**config.mk**
```make
export PLATFORM = sky130hd
export DESIGN_NAME = pico_mips_core
export DESIGN_NICKNAME = d
export VERILOG_FILES = /design/src/rtl/pico_mips_core.sv
export SDC_FILE = /design/constraint.sdc
export NUM_CORES = 1
export LEC_CHECK = 0
export ABC_AREA = 1
export BUFFER_PORTS_ARGS = -buffer_cell sky130_fd_sc_hd__buf_4
export CORE_MARGIN = 2
export CORE_UTILIZATION = 57
export CTS_CLUSTER_DIAMETER = 50
export DETAILED_ROUTE_END_ITERATION = 8
export GPL_TIMING_DRIVEN = 0
export HOLD_SLACK_MARGIN = 0.05
export PLACE_DENSITY = 0.78
export SKIP_CTS_REPAIR_TIMING = 1
export SLEW_MARGIN = 30
export SYNTH_ARGS = -nofsm -noshare
export SYNTH_HDL_FRONTEND = slang
export SYNTH_SLANG_ARGS = --single-unit
```
**constraint.sdc**
```tcl
create_clock -name clk -period 5.6 [get_ports clk]
set_clock_uncertainty 0.15 [all_clocks]
set_input_delay 1.12 -clock clk [delete_from_list [all_inputs] [get_ports clk]]
set_output_delay 1.12 -clock clk [all_outputs]
set_load 0.01 [all_outputs]
```
**src/rtl/pico_mips_core.sv**
```systemverilog
// pico_mips_core: multi-cycle accumulator-style MIPS-like core with an external program ROM.
// Define DEMO_MODE_EN to add the displayPC / displayOpCode / clkLED board-debug outputs.
module pico_mips_core #(
    parameter  int N      = 8,
    parameter  int R_SIZE = 3,
    parameter  int P_SIZE = 5,
    localparam int I_SIZE = 4 + 2*R_SIZE + N
) (
    input  logic              clk,
    input  logic              nReset,
    input  logic [9:0]        SW,
    input  logic [I_SIZE-1:0] instr,
    output logic [P_SIZE-1:0] pc,
    output logic [N-1:0]      LED,
    output logic              halted
`ifdef DEMO_MODE_EN
    ,
    output logic [P_SIZE-1:0] displayPC,
    output logic [3:0]        displayOpCode,
    output logic              clkLED
`endif
);

    localparam int NREGS = 1 << R_SIZE;
    localparam int PW    = 2 * N;

    localparam logic [3:0] OP_ADD  = 4'd1;
    localparam logic [3:0] OP_ADDI = 4'd2;
    localparam logic [3:0] OP_SUB  = 4'd3;
    localparam logic [3:0] OP_MULF = 4'd4;
    localparam logic [3:0] OP_LDSW = 4'd5;
    localparam logic [3:0] OP_OUT  = 4'd6;
    localparam logic [3:0] OP_WAIT = 4'd7;
    localparam logic [3:0] OP_BZ   = 4'd8;
    localparam logic [3:0] OP_JMP  = 4'd9;
    localparam logic [3:0] OP_HALT = 4'd10;

    typedef enum logic [2:0] {
        FETCH,
        EXEC,
        WAIT_PRESS,
        WAIT_RELEASE,
        HALT
    } state_t;

    state_t              state_q, state_d;
    logic [P_SIZE-1:0]   pc_q, pc_d;
    logic [N-1:0]        led_q, led_d;
    logic [I_SIZE-1:0]   ir_q, ir_d;

    logic [3:0]          op;
    logic [R_SIZE-1:0]   rd_a;
    logic [R_SIZE-1:0]   rs_a;
    logic [N-1:0]        imm;
    logic [N-1:0]        rd_val;
    logic [N-1:0]        rs_val;
    logic [N-1:0]        rf_val [NREGS];
    logic                wr_en;
    logic [N-1:0]        wr_data;
    logic [P_SIZE-1:0]   pc_inc;
    logic [N-1:0]        sw_ext;
    logic signed [PW-1:0] mul_a, mul_b, prod;
    logic [N-1:0]        mulf_res;
    logic [N-1:0]        mul_unused;
    logic                sw_unused;

    assign op     = ir_q[I_SIZE-1 -: 4];
    assign rd_a   = ir_q[I_SIZE-5 -: R_SIZE];
    assign rs_a   = ir_q[I_SIZE-5-R_SIZE -: R_SIZE];
    assign imm    = ir_q[N-1:0];

    // Operands come straight from the current register values, so rd==rs sees the old value.
    assign rd_val = rf_val[rd_a];
    assign rs_val = rf_val[rs_a];

    assign pc_inc = pc_q + P_SIZE'(1);
    assign sw_ext = N'($signed(SW[7:0]));

    // Q1.(N-1) fractional multiply: keep the middle N bits of the 2N-bit product.
    assign mul_a      = PW'($signed(rd_val));
    assign mul_b      = PW'($signed(rs_val));
    assign prod       = mul_a * mul_b;
    assign mulf_res   = prod[PW-2:N-1];
    assign mul_unused = {prod[PW-1], prod[N-2:0]};
    assign sw_unused  = SW[9];

    always_comb begin
        state_d = state_q;
        pc_d    = pc_q;
        led_d   = led_q;
        ir_d    = ir_q;
        wr_en   = 1'b0;
        wr_data = '0;
        case (state_q)
            FETCH: begin
                ir_d    = instr;
                state_d = EXEC;
            end
            EXEC: begin
                state_d = FETCH;
                pc_d    = pc_inc;
                case (op)
                    OP_ADD: begin
                        wr_en   = 1'b1;
                        wr_data = rd_val + rs_val;
                    end
                    OP_ADDI: begin
                        wr_en   = 1'b1;
                        wr_data = rd_val + imm;
                    end
                    OP_SUB: begin
                        wr_en   = 1'b1;
                        wr_data = rd_val - rs_val;
                    end
                    OP_MULF: begin
                        wr_en   = 1'b1;
                        wr_data = mulf_res;
                    end
                    OP_LDSW: begin
                        wr_en   = 1'b1;
                        wr_data = sw_ext;
                    end
                    OP_OUT: begin
                        led_d = rd_val;
                    end
                    OP_WAIT: begin
                        state_d = WAIT_PRESS;
                        pc_d    = pc_q;
                    end
                    OP_BZ: begin
                        if (rd_val == '0) begin
                            pc_d = imm[P_SIZE-1:0];
                        end
                    end
                    OP_JMP: begin
                        pc_d = imm[P_SIZE-1:0];
                    end
                    OP_HALT: begin
                        state_d = HALT;
                        pc_d    = pc_q;
                    end
                    default: begin
                    end
                endcase
            end
            WAIT_PRESS: begin
                if (SW[8]) begin
                    state_d = WAIT_RELEASE;
                end
            end
            WAIT_RELEASE: begin
                // The program resumes only once the key has been let go.
                if (!SW[8]) begin
                    state_d = FETCH;
                    pc_d    = pc_inc;
                end
            end
            HALT: begin
            end
            default: begin
                state_d = FETCH;
            end
        endcase
    end

    always_ff @(posedge clk) begin
        if (!nReset) begin
            state_q <= FETCH;
            pc_q    <= '0;
            led_q   <= '0;
            ir_q    <= '0;
        end else begin
            state_q <= state_d;
            pc_q    <= pc_d;
            led_q   <= led_d;
            ir_q    <= ir_d;
        end
    end

    // Register file: entry 0 is a constant zero, the others are individually enabled flops.
    genvar gi;
    generate
        for (gi = 0; gi < NREGS; gi++) begin : g_regs
            if (gi == 0) begin : g_zero
                assign rf_val[gi] = '0;
            end else begin : g_reg
                logic [N-1:0] val_q, val_d;

                always_comb begin
                    val_d = val_q;
                    if (wr_en && (rd_a == R_SIZE'(gi))) begin
                        val_d = wr_data;
                    end
                end

                always_ff @(posedge clk) begin
                    if (!nReset) begin
                        val_q <= '0;
                    end else begin
                        val_q <= val_d;
                    end
                end

                assign rf_val[gi] = val_q;
            end
        end
    endgenerate

    assign pc     = pc_q;
    assign LED    = led_q;
    assign halted = (state_q == HALT);

`ifdef DEMO_MODE_EN
    assign displayPC     = pc_q;
    assign displayOpCode = ir_q[I_SIZE-1 -: 4];
    assign clkLED        = clk;
`endif

endmodule

```
Word level (Yosys, flattened, before mapping):

Index checks and enable logic that the tools add are counted.

* output and inout bits: 14
* bits in registers: 90

* $add $sub $neg: 4
* muxes and demuxes: 18
* equal/unequal tests: 24
* order comparisons: 2
* multipliers: 1
* reductions and logical operators: 15
* bitwise operators: 3

Operator list (number)
* $bmux W8 S3: 2
* $mux W8: 5
* $pmux W8 S5: 1
* $add A8 B8 Y8: 2
* $eq A4 B3 Y1 const B: 4
* $eq A3 B3 Y1 const B: 5
* $mul A8 B8 Y15: 1
* $pmux W3 S5: 1
* $pmux W5 S3: 1
* $eq A3 B2 Y1 const B: 4
* $eq A4 B4 Y1 const B: 3
* $mux W5: 2
* $pmux W5 S2: 1
* $eq A4 B2 Y1 const B: 2
* $ge A4 B4 Y1 const B: 2
* $logic_not A8 Y1: 1
* $not A3 Y4: 2
* $sub A8 B8 Y8: 1
* $logic_and A1 B1 Y1: 7
* $eq A3 B1 Y1 const B: 2
* $mux W3: 2
* $ne A2 B2 Y1 const B: 3
* $pmux W3 S2: 1
* $reduce_and A3 Y1: 2
* 9 further kinds: 10

Logic depth before layout (Yosys ltp):

Gate-level depths: netlist of the first run.

* depth in word-level cells: 8
* mapped depth: 30
* gate-level depth less buffers: 30

Worst setup path after synthesis of the first run:

Ideal clock, no wire load.

* kind: register to register
* start: register ir_q[9]
* end: register g_regs[4].g_reg.val_q[5]
* buffers on the path: 1
* setup slack: 444 ps
* setup time: 115 ps
* arrival: 4891 ps
* cell stages (with the launch flop): 30
* cells stage by stage: dfxtp_1 > inv_2 > buf_6 > nand2_1 > nand3_1 > nand3_1 > nand2_2 > nor2_1 > inv_1 > fa_1 > inv_1 > fa_1 > fa_1 > inv_1 > fa_1 > inv_1 > ha_1 > inv_1 > nor4_1 > nand2b_1 > nand2_1 > nand2_1 > nand2_1 > nand2_1 > nand2_1 > nand2_1 > nand3_1 > nand2_1 > o21ai_0 > inv_1

* cells in the longest elaborated chain, start to end: 7
* elaborated cells on any way between the ends: 9
* classes of those cells: add/sub: 2; mul: 1; mux: 5; bitwise: 1

Ends and longest elaborated chain
* from (decl): line 49 `logic [I_SIZE-1:0] ir_q, ir_d;`
* from (signal assigned): line 176 `ir_q <= ir_d;`
* $not A3 Y4 (implied by the code) *: line 74 `assign rs_val = rf_val[rs_a];`
* $bmux W8 S3 *: line 74
* $mux W8 (implied by the code) * (2 in a row): line 74
* $mul A8 B8 Y15, or another cell as far along: line 82 `assign prod = mul_a * mul_b;`
* $pmux W8 S5 *: line 102 `case (op)`
* $mux W8 *: line 94 `case (state_q)`
* to (signal assigned): line 200 `val_q <= val_d;`
* to (decl): line 187 `logic [N-1:0] val_q, val_d;`

Every way passes the cells marked *; elsewhere a longest branch is shown, timed or not. The select of a mux whose other input is x is not followed.
A chain may end at the register's enable or synchronous reset.

Worst setup path in the final report of the first run:

* start: register ir_q[11]
* end: register g_regs[3].g_reg.val_q[5]

* cells in the longest elaborated chain, start to end: 7
* elaborated cells on any way between the ends: 12
* classes of those cells: add/sub: 3; mul: 1; eq/ne: 1; mux: 5; bitwise: 1; reduce/logical: 1

Ends and longest elaborated chain
* $not A3 Y4 (implied by the code) *: line 73 `assign rd_val = rf_val[rd_a];`
* $bmux W8 S3 *: line 73
* $mux W8 (implied by the code) * (2 in a row): line 73
* named net rd_val[2]: line 55 `logic [N-1:0] rd_val;`
* $mul A8 B8 Y15, or another cell as far along: line 82
* $pmux W8 S5 *: line 102
* $mux W8 *: line 94
* to (signal assigned): line 200
* to (decl): line 187

The timed path passes the listed nets; every way through them passes the cells marked *. The select of a mux whose other input is x is not followed.

==> metrics.csv, run 1 <==
metric,value,unit
failing checks,setup timing,
switching power,0.966,mW
Via density,5.80,
P_int,1.46,mW
Worst IR Drop VDD,0.213,mV
DP Wirelength,17300,um
worst slew pin tran,0.895,ns
Slew Limit Fails,0,
R2R Setup Slk,-0.02,ns
nature of the critical path startpoint,flip-flop,
Slowest Stage Delay on Critical Path,0.53,ns
fraction of registers with async set/reset,0,%
die footprint,15000,sq um
deepest clock path buffer count,2,
Reg2Reg Capture Point,g_regs[3].g_reg.val_q[5],
Inst Count DP,1396,
gr usage total,31.3,%
Die Height,123,um
routed via count,8514,
Initial Utilization,57.9,%
hold depth,2,
Synth Net Count,1290,
CP max FO,8,
critical path data arrival time,5.72,ns
vias in the first global route,7229,
Synth Cell Area,8010,sq um
Layout Nets,1399,
kind of end point of the critical path,flip-flop,
Hold WC Path Type,flip-flop to flip-flop,
Mean Syn Cell Area,6.82,sq um
Crit. Startpoint,ir_q[11],
sequential fraction of the synthesis area,22.5,%
global-route wire length before repair,36300,um
total chip power,2.42,mW
Hold Slack,0.364,ns
clk_lat worst skew,0.35,ns
Final min period,5.62,ns
fillers,1048,
clk root buf,clkbuf_16,
Final WS setup,-0.0218,ns
clock share of power,27.8,%
Gate power share,43.8,%
Finished Layout Cells,1468,
hold path start,LED[1],
Synth Flop Type,dfxtp_1,
# setup viols final,1,
core area,13800,sq um
hold path endpoint,LED[1],
maximum operating frequency,0.178,GHz
CTS tree,built,
CTS Buf Count,9,
Post-Synthesis Cells,1174,
kind of critical path,flip-flop to flip-flop,
r2r startpoint,ir_q[11],
IO Port Bufs,42,
Top Ports,44,
Synth area leaders,"dfxtp_1 22%, fa_1 13%, inv_1 12%",
H-tree levels,3,
Synth-to-Final Area Change,24.0,%
synthesis-stage register bit count,90,
Rel. slew slack,40.1,%
Pwr per Cell Area,244,nW/um^2
"area leader, netlist",dfxtp_1,
RSZ-0062 raised after global routing,yes,
"Req. time, crit path",5.69,ns
endpoints failing hold,0,
largest net degree at the start of global routing,16,
Cell Rows,43,
Flop pwr share,28.4,%
DR pass1 iterations,8,
initial antenna violation count,0,
multi-input logic area,5500,sq um
switching share of power,39.9,%
drt wl/cell,17.4,um
leakage,4.86,nW
TritonCTS sink count,90,
diode count,0,
Final ANT Viol Nets,0,
Iter 0 DRT Violations,983,
total congestion overflow,0,
Post-route DRC,0,
Yosys cell types,54,
"CTS clk-pin slew, worst paths",0.07,ns
max_cap viols,0,
Post-Route WL,25500,um
Yosys top cell area share,22.5,%
run status,"finished, violations left",
reg2reg path depth,29,
Slowest cell on crit path,fa_1,
GP Congestion,0.965,
Finished Core Util,71.8,%
Reg area,1810,sq um
"EDFF count, synth",0,
layout cell share with drive strength beyond 1,21.7,%
die width,123,um
Synthesis Warnings,0,
"Period Utilization, post-route",100,%
-- cell usage in the layout (no fill, tap or decap), drive strengths merged --
master    synthesis  layout
ha               35      35
xnor2             4       4
nor2             99      99
o21a              1       1
a211oi            1       1
dfxtp            90      90
and2              1       1
a31oi             6       6
o31ai             1       1
buf              17     110
nand2b            1       1
or2               3       3
nand4             3       3
nand2           212     213
a21oi           102     102
o22ai            12      12
nand3b            1       1
clkinvlp          0       5
inv             270     271
nor3             11      11
o211ai            6       6
nor4              2       2
fa               51      51
nor3b             2       2
nand3            84      84
o221ai            6       6
clkbuf           15      28
o21ai           112     112
bufinv            0       2
xor2              5       5
clkinv            2       1
a22oi            12      12
o21bai            7       7
-- stage by stage --
stage          TNS [ns]  cell area [sq um]  setup slack, ns
4_1_cts          -21.13               8880           -0.661
3_5_place_dp     -20.67               8560           -0.657
2_1_floorplan         0               8010            0.444
6_report        -0.0218               9930          -0.0218
3_3_place_gp     -19.98               8550           -0.548
5_1_grt           -4.72               9930           -0.219
-- layer usage --
metal / GRT usage, % / part of all wire [%]
met1: 43.0 / 40
met2: 50.5 / 46
met3: 4.51 / 9.6
met4: 10.8 / 4.3
met5: 0 / 0
-- final cells by class --
cell class	count	share of cell area [%]
Clock inverter	6	0.894
Multi-Input combinational cell	781	55.4
Tap cell	180	2.27
Clock buffer	10	2.41
Buffer	32	2.04
Timing Repair Buffer	96	7.92
Sequential cell	90	18.3
Timing Repair inverter	1	0.0756
Inverter	272	10.7
-- worst max-delay path by stage --
| stage | endpoint | slack (ns) | cells after the start |
|---|---|---|---|
| 2_1_floorplan | g_regs[4].g_reg.val_q[5] | 0.44 | 29 |
| 3_3_place_gp | g_regs[2].g_reg.val_q[4] | -0.55 | 25 |
| 3_5_place_dp | g_regs[7].g_reg.val_q[5] | -0.66 | 27 |
| 4_1_cts | g_regs[7].g_reg.val_q[3] | -0.66 | 23 |
| 5_1_grt | g_regs[1].g_reg.val_q[5] | -0.22 | 29 |
| 6_report | g_regs[3].g_reg.val_q[5] | -0.02 | 29 |
-- kinds of logic (layout without fill, tap and decap cells) --
group / after synthesis / after routing / share of synthesized area (%)
AOI/OAI and AO/OA: 266 / 266 / 19.2
xor gates and xnor gates: 9 / 9 / 0.984
adders and majority gates: 86 / 86 / 18.2
buffers and inverters: 304 / 417 / 15.1
DFF: 90 / 90 / 22.5
and+or+nand+nor: 419 / 420 / 24.1
-- power by group through the flow --
stage,combinational [mW],sequential (mW),clock (mW)
floorplan,0.575,0.696,0
detailed placement,0.794,0.700,0
CTS,0.797,0.686,0.680
global route,1.15,0.691,0.700
finish,1.06,0.689,0.673
global placement,0.773,0.699,0
-- flip-flops by register name, indices dropped and copies added (netlist names) --
name and flops:
g_regs.g_reg.val_q 56, ir_q 18, state_q 3, pc 5, LED 8
-- Yosys cell counts (4+ instances only) --
library cell	instances
nand2_2	14
buf_6	5
dfxtp_1	90
buf_1	4
nor3_1	10
clkbuf_1	15
ha_1	35
buf_2	6
o221ai_1	4
xnor2_1	4
a22oi_1	10
inv_2	9
nor2_1	89
nand3_2	5
o211ai_1	5
nor2_4	4
o22ai_1	10
xor2_1	5
inv_1	258
a21oi_2	5
o21ai_0	106
o21bai_1	7
fa_1	51
a21oi_1	97
nor2_2	5
a31oi_1	6
nand2_1	192
nand2_4	4
nand3_1	78
-- critical path: cells and delay by family, from the launching register on --
kind            cells  cell delay (ns)
flops               1             0.35
fa+ha+maj           5             2.26
simple gates       13             1.38
compound gates      3             0.55
buf+inv             8             0.79
No activity file was read; power rests on OpenSTA's default activity.
==> inputs of run 2 (changes only) <==
--- a/config.mk
+++ b/config.mk
@@ -14,6 +14,7 @@
 export GPL_TIMING_DRIVEN = 0
 export HOLD_SLACK_MARGIN = 0.05
 export PLACE_DENSITY = 0.78
+export REMOVE_ABC_BUFFERS = 1
 export SKIP_CTS_REPAIR_TIMING = 1
 export SLEW_MARGIN = 30
 export SYNTH_ARGS = -nofsm -noshare
==> run 2 against run 1 <==
- the run still ends with setup timing left
- combinational power shrank 8%
- flip-flop and latch count stayed put
- non-clock buffer count decreased by 27
- fmax is essentially flat
- global-route usage decreased by 2.1 points
- sequential power up 1%
- clock power down 0.7%
- core utilization fell by 1.8 points
- hold slack got worse by 0.0022 ns
- cell area down 2.5%
- critical path type unchanged
- highest routed layer unchanged
==> metrics.csv, run 2 (synthesized netlist as in run 1, its figures left out) <==
metric,value,unit,change
Slowest Stage Delay on Critical Path,0.56,ns,was 0.53 ns
Worst IR Drop VDD,0.190,mV,was 0.213 mV
r2r startpoint,ir_q[11],,unchanged
# setup viols final,2,,was 1
most frequent cells in the layout,"243 x inv_1, 178 x nand2_1, 97 x a21oi_1",,"was 243 x inv_1, 179 x nand2_1, 96 x a21oi_1"
Final WS setup,-0.0168,ns,was -0.0218 ns
Via density,5.64,,was 5.80
clk_lat worst skew,0.35,ns,about the same
Reg2Reg Capture Point,g_regs[4].g_reg.val_q[7],,was g_regs[3].g_reg.val_q[5]
failing checks,setup timing,,unchanged
post-layout instance area,9680,sq um,was 9930 sq um
CTS tree,built,,unchanged
switching share of power,39.8,%,was 39.9%
reg2reg path depth,25,,was 29
switching power,0.932,mW,was 0.966 mW
Layout Nets,1371,,was 1399
TritonCTS sink count,90,,unchanged
max_cap viols,0,,unchanged
run status,"finished, violations left",,unchanged
global-route wire length before repair,33900,um,was 36300 um
hold path start,ir_q[5],,was LED[1]
CP max FO,8,,unchanged
critical path data arrival time,5.72,ns,about the same
hold path endpoint,ir_q[5],,was LED[1]
largest net degree at the start of global routing,54,,was 16
setup TNS,-0.0313,ns,was -0.0218 ns
clock share of power,28.6,%,was 27.8%
Synth-to-Final Area Change,20.8,%,was 24.0%
DP Wirelength,15600,um,was 17300 um
routed via count,8124,,was 8514
Top Ports,44,,unchanged
nature of the critical path startpoint,flip-flop,,unchanged
fillers,1105,,was 1048
gr usage total,29.1,%,was 31.3%
Slowest cell on crit path,fa_1,,unchanged
Cell Rows,43,,unchanged
Post-route DRC,0,,unchanged
"Req. time, crit path",5.70,ns,was 5.69 ns
layout cell share with drive strength beyond 1,21.0,%,was 21.7%
hold depth,2,,unchanged
"most common cell after layout, fill and taps aside",inv_1,,unchanged
Placed Area,8390,sq um,was 8560 sq um
total congestion overflow,0,,unchanged
Rel. slew slack,35.0,%,was 40.1%
vias in the first global route,7032,,was 7229
diode count,0,,unchanged
Final ANT Viol Nets,0,,unchanged
Slew Limit Fails,0,,unchanged
leakage,4.76,nW,was 4.86 nW
initial antenna violation count,0,,unchanged
Die Height,123,um,unchanged
drt wl/cell,16.7,um,was 17.4 um
Hold WC Path Type,flip-flop to flip-flop,,unchanged
Iter 0 DRT Violations,941,,was 983
total chip power,2.34,mW,was 2.42 mW
"Top cell by count, worst path",fa_1,,
R2R Setup Slk,-0.02,ns,about the same
endpoints failing hold,0,,unchanged
Finished Core Util,70.0,%,was 71.8%
P_int,1.41,mW,was 1.46 mW
CTS Buf Count,9,,unchanged
maximum operating frequency,0.178,GHz,about the same
deepest clock path buffer count,2,,unchanged
register with the most flip-flops,g_regs.g_reg.val_q,,unchanged
Initial Utilization,57.9,%,unchanged
DR pass1 iterations,6,,was 8
worst slew pin tran,0.972,ns,was 0.895 ns
die footprint,15000,sq um,unchanged
"Period Utilization, post-route",100,%,about the same
kind of end point of the critical path,flip-flop,,unchanged
Flop pwr share,29.9,%,was 28.4%
Largest register FFs,56,,unchanged
clk root buf,clkbuf_16,,unchanged
"CTS clk-pin slew, worst paths",0.07,ns,about the same
die width,123,um,unchanged
H-tree levels,3,,unchanged
Final min period,5.62,ns,about the same
GP Congestion,0.974,,was 0.965
Pwr per Cell Area,242,nW/um^2,was 244 nW/um^2
IO Port Bufs,42,,unchanged
Post-Route WL,24000,um,was 25500 um
core area,13800,sq um,unchanged
Gate power share,41.5,%,was 43.8%
RSZ-0062 raised after global routing,yes,,unchanged
kind of critical path,flip-flop to flip-flop,,unchanged
==> run 2: cell types whose count changed in the layout (fill, tap and decap cells not counted), sizes merged <==
cell      delta
buf          -9
clkbuf      -19
clkinv       +1
clkinvlp     +1
inv          -2
==> run 2: worst max-delay path, delay by kind of cell (launching register included) <==
family,cells,cell delay (ns)
buffers and inverters,7,0.65
adders and majority gates,5,2.41
AOI/OAI and AO/OA,3,0.48
DFF,1,0.51
and+or+nand+nor,10,1.32
==> run 2: cell type report <==
cell class | instances | area [sq um] | share of cell area (%)
multi-input cells | 781 | 5400 | 55.8
well taps | 180 | 225 | 2.33
inverters | 272 | 1080 | 11.2
flip-flops and latches | 90 | 1820 | 18.8
clock inverters | 7 | 100 | 1.03
clock buffers | 9 | 225 | 2.33
repair buffers | 101 | 821 | 8.48
==> run 2: layer usage <==
layer,GRT usage (%),routed length [um],vias to the layer above
met5,0,0,-
li1,-,-,3873
met2,47.5,10900,428
met1,39.1,9890,3715
met4,11.9,1090,0
met3,3.62,2150,108
==> run 2: stage by stage <==
stage	hold WS (ns)	setup WS, ns	std cells
after CTS	0.355	-1.48	1381
after detailed placement	0.343	-1.33	1365
after global placement	0.332	-1.28	1364
after global routing	0.390	-0.223	1440
after floorplan	0.313	0.0540	1142
final	0.361	-0.0168	1440
==> run 2: how the worst max path moves through the flow <==
stage | to | slack [ns] | start | cells past startpoint
detailed placement | g_regs[4].g_reg.val_q[4] | -1.33 | ir_q[8] | 28
finish | g_regs[4].g_reg.val_q[7] | -0.02 | ir_q[11] | 25
global placement | g_regs[2].g_reg.val_q[4] | -1.28 | ir_q[8] | 28
CTS | g_regs[4].g_reg.val_q[4] | -1.48 | ir_q[8] | 28
floorplan | g_regs[2].g_reg.val_q[5] | 0.05 | ir_q[8] | 28
global route | g_regs[4].g_reg.val_q[7] | -0.22 | ir_q[11] | 27
==> run 2: power by group through the flow <==
stage                     sequential (mW)  clock [mW]  combinational, mW
after detailed placement            0.720           0              0.750
after floorplan                     0.710           0              0.543
after global routing                0.701       0.698               1.06
after CTS                           0.706       0.668              0.755
after global placement              0.720           0              0.740
final                               0.699       0.668              0.972
